[src/rtl/apb_pkg.sv]
// Shared types and helpers for the APB register-file responder:
// FSM state encoding, bus constants and the word-address decoder.
package apb_pkg;

   localparam int APB_STRIDE = 4;
   localparam int ERR_CNT_W  = 8;

   typedef enum logic [1:0] {
      ST_IDLE   = 2'd0,
      ST_ACCESS = 2'd1,
      ST_DONE   = 2'd2
   } state_e;

   typedef struct packed {
      logic        in_range;
      logic [15:0] idx;
   } decode_t;

   // Addresses are widened to 64 bits so one helper serves every ADDR_WIDTH;
   // the byte lane bits fall out of idx and only matter for the range test.
   function automatic decode_t addr_decode(input logic [63:0] addr,
                                           input logic [63:0] base,
                                           input int unsigned reg_num);
      logic [63:0] offset;
      decode_t     d;
      offset     = addr - base;
      d.in_range = (addr >= base) && (offset < 64'(reg_num) * 64'(APB_STRIDE));
      d.idx      = offset[17:2] & 16'(reg_num - 1);
      return d;
   endfunction

endpackage

[src/rtl/apb_slave_regfile_if.sv]
// APB channel between the bridge (master) and the register-file responder (slave).
interface apb_slave_regfile_if #(
   parameter int ADDR_WIDTH = 32,
   parameter int DATA_WIDTH = 32
);
   // Handshake: a transfer completes in the single cycle where psel, penable
   // and pready are all high; pready is a one-cycle pulse and prdata is only
   // meaningful in that cycle of a read.
   logic                  psel;
   logic                  penable;
   logic                  pwrite;
   logic [ADDR_WIDTH-1:0] paddr;
   logic [DATA_WIDTH-1:0] pwdata;
   logic [DATA_WIDTH-1:0] prdata;
   logic                  pready;

   modport master (output psel, penable, pwrite, paddr, pwdata,
                   input  prdata, pready);
   modport slave  (input  psel, penable, pwrite, paddr, pwdata,
                   output prdata, pready);
endinterface

[src/rtl/apb_wait_ctrl.sv]
// Wait-state counter for one APB transfer; produces the registered pready pulse
// and a combinational fire strobe one cycle ahead of it.
module apb_wait_ctrl #(
   parameter int WAIT_CYCLES = 1
) (
   input  logic clk,
   input  logic rst_n,
   input  logic start,
   input  logic abort,
   output logic fire,
   output logic ready
);

   logic [3:0] cnt;
   logic       active;

   // With no wait states the setup cycle itself fires, so pready lands in
   // the first access cycle.
   always_comb begin
      fire = !abort && ((start && (WAIT_CYCLES == 0)) || (active && (cnt == 4'd1)));
   end

   always_ff @(posedge clk or negedge rst_n) begin
      if (!rst_n) begin
         cnt    <= 4'd0;
         active <= 1'b0;
         ready  <= 1'b0;
      end else begin
         ready <= fire;
         if (abort) begin
            cnt    <= 4'd0;
            active <= 1'b0;
         end else if (start) begin
            cnt    <= 4'(WAIT_CYCLES);
            active <= (WAIT_CYCLES != 0);
         end else if (active) begin
            cnt <= cnt - 4'd1;
            if (cnt == 4'd1) active <= 1'b0;
         end
      end
   end

endmodule

[src/rtl/apb_slave_regfile.sv]
// APB completer with a word-addressed RW register bank, configurable wait
// states and a saturating out-of-range access counter.
module apb_slave_regfile
   import apb_pkg::*;
#(
   parameter int                    ADDR_WIDTH  = 32,
   parameter int                    DATA_WIDTH  = 32,
   parameter int                    REG_NUM     = 16,
   parameter logic [ADDR_WIDTH-1:0] BASE_ADDR   = '0,
   parameter int                    WAIT_CYCLES = 1
) (
   input  logic                          clk,
   input  logic                          rst_n,
   apb_slave_regfile_if.slave            bus,
   output logic [REG_NUM*DATA_WIDTH-1:0] reg_q,
   output logic [ERR_CNT_W-1:0]          err_cnt,
   output state_e                        fsm_state
);

   state_e                state;
   logic [ADDR_WIDTH-1:0] hold_addr;
   logic                  hold_write;
   logic [DATA_WIDTH-1:0] hold_wdata;
   logic [DATA_WIDTH-1:0] regs [REG_NUM];
   logic [DATA_WIDTH-1:0] prdata_q;
   logic [DATA_WIDTH-1:0] rd_val;
   logic                  setup, abort, fire, ready, handshake;
   logic [ADDR_WIDTH-1:0] eff_addr;
   logic                  eff_write;
   decode_t               dec_eff, dec_hold;

   assign setup     = (state == ST_IDLE) && bus.psel && !bus.penable;
   assign abort     = (state == ST_ACCESS) && !bus.psel;
   assign handshake = (state == ST_DONE) && bus.psel && bus.penable && ready;

   // A zero-wait transfer fires before the holding registers are loaded,
   // so the read path looks at the live bus during setup.
   assign eff_addr  = setup ? bus.paddr  : hold_addr;
   assign eff_write = setup ? bus.pwrite : hold_write;

   always_comb begin
      dec_eff  = addr_decode(64'(eff_addr),  64'(BASE_ADDR), REG_NUM);
      dec_hold = addr_decode(64'(hold_addr), 64'(BASE_ADDR), REG_NUM);
   end

   always_comb begin
      rd_val = '0;
      for (int i = 0; i < REG_NUM; i++) begin
         if (dec_eff.in_range && (dec_eff.idx == 16'(i))) rd_val = regs[i];
      end
   end

   apb_wait_ctrl #(.WAIT_CYCLES(WAIT_CYCLES)) u_wait (
      .clk   (clk),
      .rst_n (rst_n),
      .start (setup),
      .abort (abort),
      .fire  (fire),
      .ready (ready)
   );

   always_ff @(posedge clk or negedge rst_n) begin
      if (!rst_n) begin
         state <= ST_IDLE;
      end else begin
         case (state)
            ST_IDLE:   if (setup) state <= fire ? ST_DONE : ST_ACCESS;
            ST_ACCESS: if (abort) state <= ST_IDLE;
                       else if (fire) state <= ST_DONE;
            ST_DONE:   state <= ST_IDLE;
            default:   state <= ST_IDLE;
         endcase
      end
   end

   always_ff @(posedge clk or negedge rst_n) begin
      if (!rst_n) begin
         hold_addr  <= '0;
         hold_write <= 1'b0;
         hold_wdata <= '0;
      end else if (setup) begin
         hold_addr  <= bus.paddr;
         hold_write <= bus.pwrite;
         hold_wdata <= bus.pwdata;
      end
   end

   always_ff @(posedge clk or negedge rst_n) begin
      if (!rst_n) begin
         for (int i = 0; i < REG_NUM; i++) regs[i] <= '0;
      end else begin
         for (int i = 0; i < REG_NUM; i++) begin
            if (handshake && hold_write && dec_hold.in_range && (dec_hold.idx == 16'(i)))
               regs[i] <= hold_wdata;
         end
      end
   end

   always_ff @(posedge clk or negedge rst_n) begin
      if (!rst_n) begin
         prdata_q <= '0;
         err_cnt  <= '0;
      end else begin
         if (fire && !eff_write) prdata_q <= rd_val;
         if (handshake && !dec_hold.in_range && (err_cnt != {ERR_CNT_W{1'b1}}))
            err_cnt <= err_cnt + 1'b1;
      end
   end

   for (genvar g = 0; g < REG_NUM; g++) begin : g_reg_q
      assign reg_q[g*DATA_WIDTH +: DATA_WIDTH] = regs[g];
   end

   assign bus.prdata = prdata_q;
   assign bus.pready = ready;
   assign fsm_state  = state;

endmodule
[src/flat_wrapper.sv]
// flat-port wrapper written by rule: the top's interface ports become plain ports
module apb_slave_regfile_flat import apb_pkg::*;
#(
   parameter int                    ADDR_WIDTH  = 32,
   parameter int                    DATA_WIDTH  = 32,
   parameter int                    REG_NUM     = 16,
   parameter logic [ADDR_WIDTH-1:0] BASE_ADDR   = '0,
   parameter int                    WAIT_CYCLES = 1
)
  (clk, rst_n, reg_q, err_cnt, fsm_state, bus_psel, bus_penable, bus_pwrite, bus_paddr, bus_pwdata, bus_prdata, bus_pready);
  apb_slave_regfile_if #(.ADDR_WIDTH(ADDR_WIDTH), .DATA_WIDTH(DATA_WIDTH)) bus_i ();
  input  logic clk;
  input  logic rst_n;
  output logic [REG_NUM*DATA_WIDTH-1:0] reg_q;
  output logic [ERR_CNT_W-1:0] err_cnt;
  output state_e fsm_state;
  input wire logic [$bits(bus_i.psel)-1:0] bus_psel;
  input wire logic [$bits(bus_i.penable)-1:0] bus_penable;
  input wire logic [$bits(bus_i.pwrite)-1:0] bus_pwrite;
  input wire logic [$bits(bus_i.paddr)-1:0] bus_paddr;
  input wire logic [$bits(bus_i.pwdata)-1:0] bus_pwdata;
  output wire logic [$bits(bus_i.prdata)-1:0] bus_prdata;
  output wire logic [$bits(bus_i.pready)-1:0] bus_pready;
  assign bus_i.psel = bus_psel;
  assign bus_i.penable = bus_penable;
  assign bus_i.pwrite = bus_pwrite;
  assign bus_i.paddr = bus_paddr;
  assign bus_i.pwdata = bus_pwdata;
  assign bus_prdata = bus_i.prdata;
  assign bus_pready = bus_i.pready;
  apb_slave_regfile #(.ADDR_WIDTH(ADDR_WIDTH), .DATA_WIDTH(DATA_WIDTH), .REG_NUM(REG_NUM), .BASE_ADDR(BASE_ADDR), .WAIT_CYCLES(WAIT_CYCLES)) u_core (.clk(clk), .rst_n(rst_n), .bus(bus_i), .reg_q(reg_q), .err_cnt(err_cnt), .fsm_state(fsm_state));
endmodule
[config.mk]
export PLATFORM = sky130hd
export DESIGN_NAME = apb_slave_regfile_flat
export DESIGN_NICKNAME = d
export VERILOG_FILES = /design/src/rtl/apb_pkg.sv /design/src/rtl/apb_slave_regfile_if.sv /design/src/rtl/apb_wait_ctrl.sv /design/src/rtl/apb_slave_regfile.sv /design/src/flat_wrapper.sv
export SDC_FILE = /design/constraint.sdc
export NUM_CORES = 1
export LEC_CHECK = 0
export CAP_MARGIN = 5
export CORE_AREA = 2 2 244 246
export CTS_CLUSTER_DIAMETER = 60
export DETAILED_ROUTE_END_ITERATION = 8
export DIE_AREA = 0 0 246 248
export PLACE_DENSITY_LB_ADDON = 0.05
export SLEW_MARGIN = 5
export SYNTH_ARGS = -nofsm -noshare
export SYNTH_HDL_FRONTEND = slang
export SYNTH_SLANG_ARGS = --single-unit
[constraint.sdc]
create_clock -name clk -period 4.85 [get_ports clk]
set_input_delay 1.455 -clock clk [delete_from_list [all_inputs] [get_ports clk]]
set_output_delay 1.455 -clock clk [all_outputs]
set_load 0.01 [all_outputs]
### Yosys cells after proc, flatten, opt, wreduce, memory -nomap -nowiden

Cells that the tools add are included.

* register bits after elaboration: 625
* input port bits: 69
* word-level logic and storage cells: 150
* output and inout port bits: 555

* add/subtract/negate cells: 2
* order comparisons: 2
* muxes and demuxes: 30
* reductions and logical operators: 55
* equal/unequal tests: 36

Operator list (count)
* 2-to-1 mux 32 bit: 17
* == test 4 bit (second input constant): 16
* < comparator 32 x 7 -> 1 bit (second input constant): 2
* logical AND 1 bit: 45
* == test 4 x 3 -> 1 bit (second input constant): 8
* logical NOT 16 bit: 2
* == test 4 x 2 -> 1 bit (second input constant): 4
* == test 4 x 1 -> 1 bit (second input constant): 3
* 2-to-1 mux 4 bit: 3
* adder 8 x 1 -> 8 bit (second input constant): 1
* 2-to-1 mux 2 bit: 4
* inequality test 8 bit (second input constant): 1
* logical NOT 1 bit: 5
* 2-to-1 mux 1 bit: 5
* one-hot mux 2 bit (2 select lines): 1
* subtractor 4 x 1 -> 4 bit (second input constant): 1
* inequality test 3 x 2 -> 1 bit (second input constant): 1
* nonzero test 3 bit: 1
* == test 2 x 1 -> 1 bit (second input constant): 1
* == test 2 bit (second input constant): 1
* logical NOT 2 bit: 1
* inequality test 2 x 1 -> 1 bit (second input constant): 1
* AND reduction 2 bit: 1

### Logic depth before layout (Yosys ltp)

Gate-level depths: netlist of run 1.

* word-level depth: 22
* gate-level depth with buffers: 12
* gate-level depth less buffers: 10

### Cells and area by module

A second synthesis of run 1 with hierarchy kept.

* cells, all modules: 2265
* area, all modules: 27819.2 um2

Modules (own cells, without submodules)
* apb_slave_regfile: cells each 2235, sequential area each 15439.8 um2, area each 27482.6 um2, instances 1
* apb_wait_ctrl: cells each 30, sequential area each 150.1 um2, area each 336.6 um2, instances 1

### Worst setup path before layout of run 1

Ideal clock, no wire load.

* path type: input-to-reg
* from: input port bus_penable
* to: register u_core.prdata_q[11], in the netlist u_core.bus.prdata[11]
* required time: 4725 ps
* setup slack: 1160 ps
* arrival time: 3565 ps
* stages on the path: 11
* buffers on the path: 3
* cells stage by stage: or4b_4 -> and4b_1 -> and2_1 -> buf_2 -> buf_6 -> o211ai_1 -> buf_2 -> o211ai_1 -> a2111oi_0 -> o21a_1 -> o21ai_1

* longest elaborated chain between the ends: 21
* elaborated cells on any way between the ends: 55
* those cells by class: order compare: 1; eq/ne: 15; mux: 18; reduce/logical: 21

Ends and longest elaborated chain
* start: declaration: line flat_wrapper.sv:18 `input wire logic [$bits(bus_i.penable)-1:0] bus_penable;`
* logical NOT 1 bit (*): line apb_slave_regfile.sv:32 `assign setup = (state == ST_IDLE) && bus.psel && !bus.penable;`
* logical AND 1 bit (*): line apb_slave_regfile.sv:32
* 2-to-1 mux 32 bit: line apb_slave_regfile.sv:38 `assign eff_addr = setup ? bus.paddr : hold_addr;`
* < comparator 32 x 7 -> 1 bit / logical NOT 16 bit (equally long branches): line apb_pkg.sv:27, apb_slave_regfile.sv:49
* logical AND 1 bit: line apb_slave_regfile.sv:49 `if (dec_eff.in_range && (dec_eff.idx == 16'(i))) rd_val = regs[i];`
* 2-to-1 mux 32 bit (16 in series): line apb_slave_regfile.sv:49
* end signal: assignment: line apb_slave_regfile.sv:104 `if (fire && !eff_write) prdata_q <= rd_val;`
* end: declaration: line apb_slave_regfile.sv:25 `logic [DATA_WIDTH-1:0] prdata_q;`

Mark *: on every way between the ends. The rest lies on a longest branch, timed or not.
A chain may end at the register's enable or synchronous reset.

### Worst setup path after layout of run 1

* from: input port bus_penable
* to: register u_core.prdata_q[7], in the netlist u_core.bus.prdata[7]

The elaborated chain is that of the path after synthesis.

==> out/qor.csv, run 1 <==
stage,metric,value,unit
floorplanning,Die H,248,um
finish,# fillers,4442,
status,status,"complete, no violations",
synthesis,Synth Area in XOR/XNOR,0.279,%
global_routing,initial antenna violation count,5,
synthesis,register bit total from synthesis,623,
sta,final worst path period share,98.5,%
floorplanning,IO Count,624,
pwr,total power,14.2,mW
place,GPL Wtd Cong,0.957,
synthesis,Post-synth EDFFs,0,
floorplanning,Die W,246,um
critical_path,CP required,5300,ps
clock_tree,CTS buffer count,69,
sta,Slew @ Worst Pin,1040,ps
flow_run,Max-cap violations,0,
pwr,pwr/cell area,361,nW/um^2
clock_tree,"CTS clk-pin slew, worst paths",60,ps
synthesis,Mapped Cells,2334,
clock_tree,hold buffer count at CTS,0,
global_routing,vias in the first global route,24400,
finish,fin nets,3150,
synthesis,synthesized-area fraction occupied by adder cells,0.133,%
synthesis,Synth Net Count,2406,
drt,Routed Antenna Nets,0,
global_routing,pin count of the biggest net entering global routing,108,
drt,DR iter-0 viols,2721,
sta,Final Hold Fails,0,
drt,DRT Pass-1 Iters,7,
min_path,Min-Delay Path Class,register to register,
floorplanning,# rows,89,
sta,min Tclk post-route,4780,ps
sta,final setup fails,0,
place,DPL Wire Length,94.9,mm
synthesis,Most used DFF post-synth,dfrtp_1,
finish,final instance area,39400,sq um
global_routing,first-pass GRT wire length,179,mm
synthesis,Synth Area in Compound Gates,12.7,%
floorplanning,area of the core,58500,sq um
finish,final core utilization,67.5,%
drt,via count,24700,
global_routing,grt ovf,0,
drt,Routed WL,128,mm
clock_tree,H-Tree Depth,3,
clock_tree,Longest Clk Path Bufs,3,
min_path,WHS Path Cells,2,
drt,routed vias/inst,6.32,
place,Placed Area,37100,sq um
synthesis,largest family of logic cells by synthesized area,multiplexers,
finish,most frequent cells in the layout,"dfrtp_1, clkdlybuf4s50_1, mux2_2",
sta,Clock Skew,27.7,ps
floorplanning,die area,61000,sq um
clock_tree,clock latency at the later pin of the worst-skew pair,620,ps
sta,post-route setup TNS,0,ps
critical_path,worst-path fanout max,21,
pwr,Max VDD drop,0.000357,V
sta,worst hold margin,467,ps
sta,Max Slew Vio Count,0,
critical_path,WP data arrival,5220,ps
synthesis,ys async rst share,100,%
finish,Area growth syn-to-layout,39.6,%
synthesis,proportion of synthesized area in mux cells,21.5,%
critical_path,startpoint types,input pin,
clock_tree,Post-CTS Resized,0,
critical_path,Critical Path End Type,register,
finish,"commonest non-fill, non-tap cell in the layout",dfrtp_1,
pwr,Leak,18.3,nW
sta,Slew headroom,28.6,%
synthesis,Simple-Gate Fraction of Synth Area,7.37,%
clock_tree,CTS Sinks,623,
critical_path,worst r2r path cells,9,
global_routing,GRT Util Overall,41.4,%
place,IO buf count,621,
clock_tree,setup bufs post-CTS,0,
sta,RSZ-0062 raised after global routing,false,
critical_path,Critical Setup Path Class,input pin to register,
synthesis,Netlist cell types,87,
clock_tree,CTS tree,built,
drt,Avg WL per Cell,32.8,um
sta,Max Fclk,209,MHz
synthesis,Synth Warn #,0,
synthesis,synthesized area per cell,12.1,sq um
synthesis,synthesized cell area,28300,sq um
drt,DRC,0,
synthesis,sequential share of the synthesized area,55.2,%
floorplanning,Initial Utilization,48.3,%
finish,fraction of layout cells with a size suffix above 1,29.6,%
clock_tree,root buffer selected by CTS,clkbuf_16,
-- path summary, 6_finish.rpt --
kind                                     startpoint              endpoint  slack (ps)
worst max register to register  u_core.fsm_state[0]  u_core.bus.prdata[7]         970
min in group asynchronous                     rst_n  u_core.hold_addr[10]         870
worst min-delay path            u_core.hold_addr[9]   u_core.hold_addr[9]         470
worst min register to register  u_core.hold_addr[9]   u_core.hold_addr[9]         470
worst max-delay path                    bus_penable  u_core.bus.prdata[7]          70
max in group asynchronous                     rst_n     u_core.reg_q[214]        2860
-- cell usage after synthesis (all sizes together) (7+ instances only) --
cell type | instances | area share, %
a211oi | 18 | 0.58
dfrtp | 623 | 55
o21ai | 100 | 1.8
clkbuf | 103 | 1.4
o311ai | 10 | 0.31
nand3b | 10 | 0.27
and3 | 17 | 0.38
nand3 | 13 | 0.23
nand2 | 271 | 3.6
a222oi | 16 | 0.57
o2bb2ai | 10 | 0.31
nor2 | 78 | 1.0
nor4 | 17 | 0.38
a221oi | 23 | 0.71
o211ai | 15 | 0.43
mux2i | 18 | 0.73
a211o | 8 | 0.25
o221a | 14 | 0.56
a22oi | 63 | 1.7
a22o | 8 | 0.25
inv | 14 | 0.19
a221o | 16 | 0.57
nor2b | 9 | 0.20
xnor2 | 7 | 0.22
nor3 | 16 | 0.28
buf | 77 | 1.3
o22ai | 53 | 1.2
a21oi | 84 | 1.6
mux2 | 522 | 21
a21o | 14 | 0.37
-- cell families after synthesis --
kind of cell	after synthesis
AND/OR/NAND/NOR	467
AO/OA/AOI/OAI	498
XOR/XNOR	9
flip-flops	623
adder cells (fa/ha/maj)	3
multiplexers	540
buffers and inverters	194
-- per-layer routing --
metal	GRT usage (%)	wire, um
met1	57.4	52100
met2	62.1	56700
met3	11.7	14000
met4	14.8	5250
met5	0	0
-- worst max-delay path, stage by stage --
cell	delay, ps
clkdlybuf4s50_1	530
nor4b_4	400
buf_4	260
mux2_2	460
buf_12	190
buf_4	210
a22oi_1	430
o21ai_0	190
a2111oi_0	910
a21oi_1	140
-- final cells by class --
cell class | instances | area (sq um) | share of cell area [%]
Antenna cell | 3 | 7.51 | 0.0190
Clock inverter | 19 | 255 | 0.647
Tap cell | 773 | 967 | 2.45
Multi-Input combinational cell | 1517 | 12000 | 30.4
Sequential cell | 623 | 15600 | 39.5
Timing Repair Buffer | 853 | 8480 | 21.5
Inverter | 14 | 52.6 | 0.133
Clock buffer | 103 | 2090 | 5.30
-- metrics by stage --
step / setup slack (ps) / std cells
floorplan: 1160 / 2334
global placement: -300 / 3780
detailed placement: -341 / 3780
CTS: 287 / 3902
global route: 134 / 3905
finish: 74.9 / 3905
-- power by group --
part | leakage (nW) | switching [mW] | internal, mW
clock | 1.15 | 2.20 | 3.25
combinational | 8.62 | 1.56 | 1.00
sequential | 8.56 | 0.766 | 5.47
-- sequential cells by signal (all words and copies together), names as in the netlist --
| register | cells |
|---|---|
| u_core.reg_q | 512 |
| u_core.bus.prdata | 32 |
| u_core.hold_wdata | 32 |
| u_core.hold_addr | 30 |
| u_core.err_cnt | 8 |
| u_core.u_wait.cnt | 4 |
| u_core.fsm_state | 2 |
| u_core.hold_write | 1 |
| u_core.u_wait.active | 1 |
| u_core.u_wait.ready | 1 |
Note: power is estimated with default switching activity, not from simulation.
==> run 2, diff against run 1 <==
Settings changed: PLACE_DENSITY set to 0.86, PLACE_DENSITY_LB_ADDON 0.05 to not set.
==> run 2 against run 1 <==
Clock power about the same. Flip-flop and latch count unchanged. Sequential power about the same. Register-to-register slack improved by 60 ps. Critical path depth increased by 1. Clock skew increased by 3.3 ps. Via count increased by 2.8%. Sequential share of layout area increased by 0.29 points. First-iteration DRC count increased by 8.7%. Critical endpoint is now u_core.bus.prdata[5]. Highest routed layer is now met5.
==> out/qor.csv, run 2 (synthesis results as in run 1) <==
stage,metric,value,unit,change
status,status,"complete, no violations",,
drt,DR iter-0 viols,2958,,+8.7%
global_routing,first-pass GRT wire length,183,mm,+1.9%
clock_tree,"CTS clk-pin slew, worst paths",60,ps,about the same
floorplanning,Die W,246,um,unchanged
critical_path,worst-path fanout max,13,,-38%
floorplanning,IO Count,624,,unchanged
clock_tree,CTS tree,built,,
critical_path,startpoint types,input pin,,
sta,final setup fails,0,,unchanged
sta,Max Slew Vio Count,0,,unchanged
finish,fin nets,3129,,-0.67%
clock_tree,clock latency at the later pin of the worst-skew pair,630,ps,about the same
global_routing,GRT Util Overall,42.0,%,+0.59 points
finish,Largest register FFs,512,,unchanged
clock_tree,setup bufs post-CTS,0,,unchanged
critical_path,WP data arrival,5150,ps,-70 ps
finish,final instance area,39200,sq um,-0.73%
place,IO buf count,621,,unchanged
finish,# fillers,4301,,-3.2%
clock_tree,Post-CTS Resized,0,,unchanged
sta,RSZ-0062 raised after global routing,false,,
drt,via count,25400,,+2.8%
sta,worst hold margin,471,ps,+4.64 ps
sta,Slew @ Worst Pin,939,ps,-105 ps
finish,"commonest non-fill, non-tap cell in the layout",dfrtp_1,,
clock_tree,Longest Clk Path Bufs,3,,unchanged
finish,most frequent cells in the layout,"dfrtp_1, clkdlybuf4s50_1, mux2_2",,
sta,Final Hold Fails,0,,unchanged
place,Placed Area,36800,sq um,-0.82%
pwr,Leak,18.2,nW,-0.96%
floorplanning,die area,61000,sq um,unchanged
critical_path,CP required,5330,ps,+30 ps
sta,final worst path period share,96.3,%,-2.2 points
global_routing,grt ovf,0,,unchanged
sta,min Tclk post-route,4670,ps,-104 ps
pwr,pwr/cell area,362,nW/um^2,+0.32%
sta,post-route setup TNS,0,ps,unchanged
drt,Routed Antenna Nets,0,,unchanged
drt,DRC,0,,unchanged
clock_tree,CTS Sinks,623,,unchanged
pwr,Max VDD drop,0.000299,V,-16%
sta,Max Fclk,214,MHz,+2.2%
drt,routed vias/inst,6.52,,+3.2%
clock_tree,CTS buffer count,70,,+1.4%
pwr,total power,14.2,mW,-0.41%
sta,Clock Skew,31.0,ps,+3.28 ps
sta,Slew headroom,36.4,%,+7.8 points
critical_path,Critical Path End Type,register,,
critical_path,Critical Setup Path Class,input pin to register,,
floorplanning,Die H,248,um,unchanged
clock_tree,root buffer selected by CTS,clkbuf_16,,
min_path,Min-Delay Path Class,register to register,,
flow_run,Max-cap violations,0,,unchanged
floorplanning,area of the core,58500,sq um,unchanged
place,DPL Wire Length,95.6,mm,+0.71%
clock_tree,hold buffer count at CTS,0,,unchanged
drt,Avg WL per Cell,33.5,um,+2.1%
drt,DRT Pass-1 Iters,8,,+1
clock_tree,H-Tree Depth,3,,unchanged
global_routing,vias in the first global route,25100,,+3.1%
global_routing,initial antenna violation count,12,,+7
place,GPL Wtd Cong,0.965,,+0.87%
finish,Area growth syn-to-layout,38.6,%,
finish,fraction of layout cells with a size suffix above 1,29.1,%,-0.49 points
finish,final core utilization,67.0,%,-0.49 points
floorplanning,# rows,89,,unchanged
global_routing,pin count of the biggest net entering global routing,114,,+5.6%
floorplanning,Initial Utilization,48.3,%,unchanged
drt,Routed WL,130,mm,+1.7%
-- run 2: changes by cell type in the layout (fill, tap and decap cells not counted), sizes merged --
cell / change
clkinvlp: +3
buf: -22
bufinv: -2
inv: +2
clkbuf: +4
diode: +2
clkinv: -4
-- run 2: power breakdown --
part           switching [mW]  internal (mW)
Combinational            1.55          0.919
Clock                    2.23           3.22
Sequential              0.788           5.47
Total                    4.58           9.61
-- run 2: final timing paths --
check / start / to / depth (start not counted) / slack, ps
setup / recovery: bus_penable / u_core.bus.prdata[5] / 11 / 180
hold / removal: u_core.hold_addr[13] / u_core.hold_addr[13] / 2 / 470
setup reg to reg: u_core.fsm_state[1] / u_core.bus.prdata[5] / 10 / 1030
hold reg to reg: u_core.hold_addr[13] / u_core.hold_addr[13] / 2 / 470
max in group asynchronous: rst_n / u_core.reg_q[431] / 2 / 2750
min in group asynchronous: rst_n / u_core.reg_q[151] / 1 / 920
-- run 2: area by class of cell --
| cell class | count | area [sq um] | area share, % |
|---|---|---|---|
| flip-flops and latches | 623 | 15600 | 39.8 |
| repair buffers | 831 | 8190 | 20.9 |
| multi-input cells | 1517 | 12000 | 30.6 |
| clock inverters | 18 | 211 | 0.540 |
| clock buffers | 107 | 2150 | 5.48 |
| diodes | 5 | 12.5 | 0.0320 |
| well taps | 773 | 967 | 2.47 |
| inverters | 14 | 52.6 | 0.134 |
-- run 2: metrics by stage --
stage,worst slack [ps],std cells
final,179,3888
after global routing,175,3888
after CTS,411,3883
after detailed placement,-188,3758
after global placement,-197,3758
after floorplan,1160,2334
-- run 2: worst max-delay path, stage by stage --
cell and delay (ps):
clkdlybuf4s50_1 490, nor4b_4 450, buf_4 310, mux2_2 600, buf_4 300, a22o_1 200
a211oi_1 310, nand3_1 200, a21oi_1 540, buf_4 220, a211oi_1 50
-- run 2: layer usage --
metal  GRT usage, %  wire (um)  vias up
met1           55.8      49200    12900
met4           19.9       7400        4
met2           61.4      56400     1923
li1               -          -    10100
met5              0         23        -
met3           14.8      17100      412
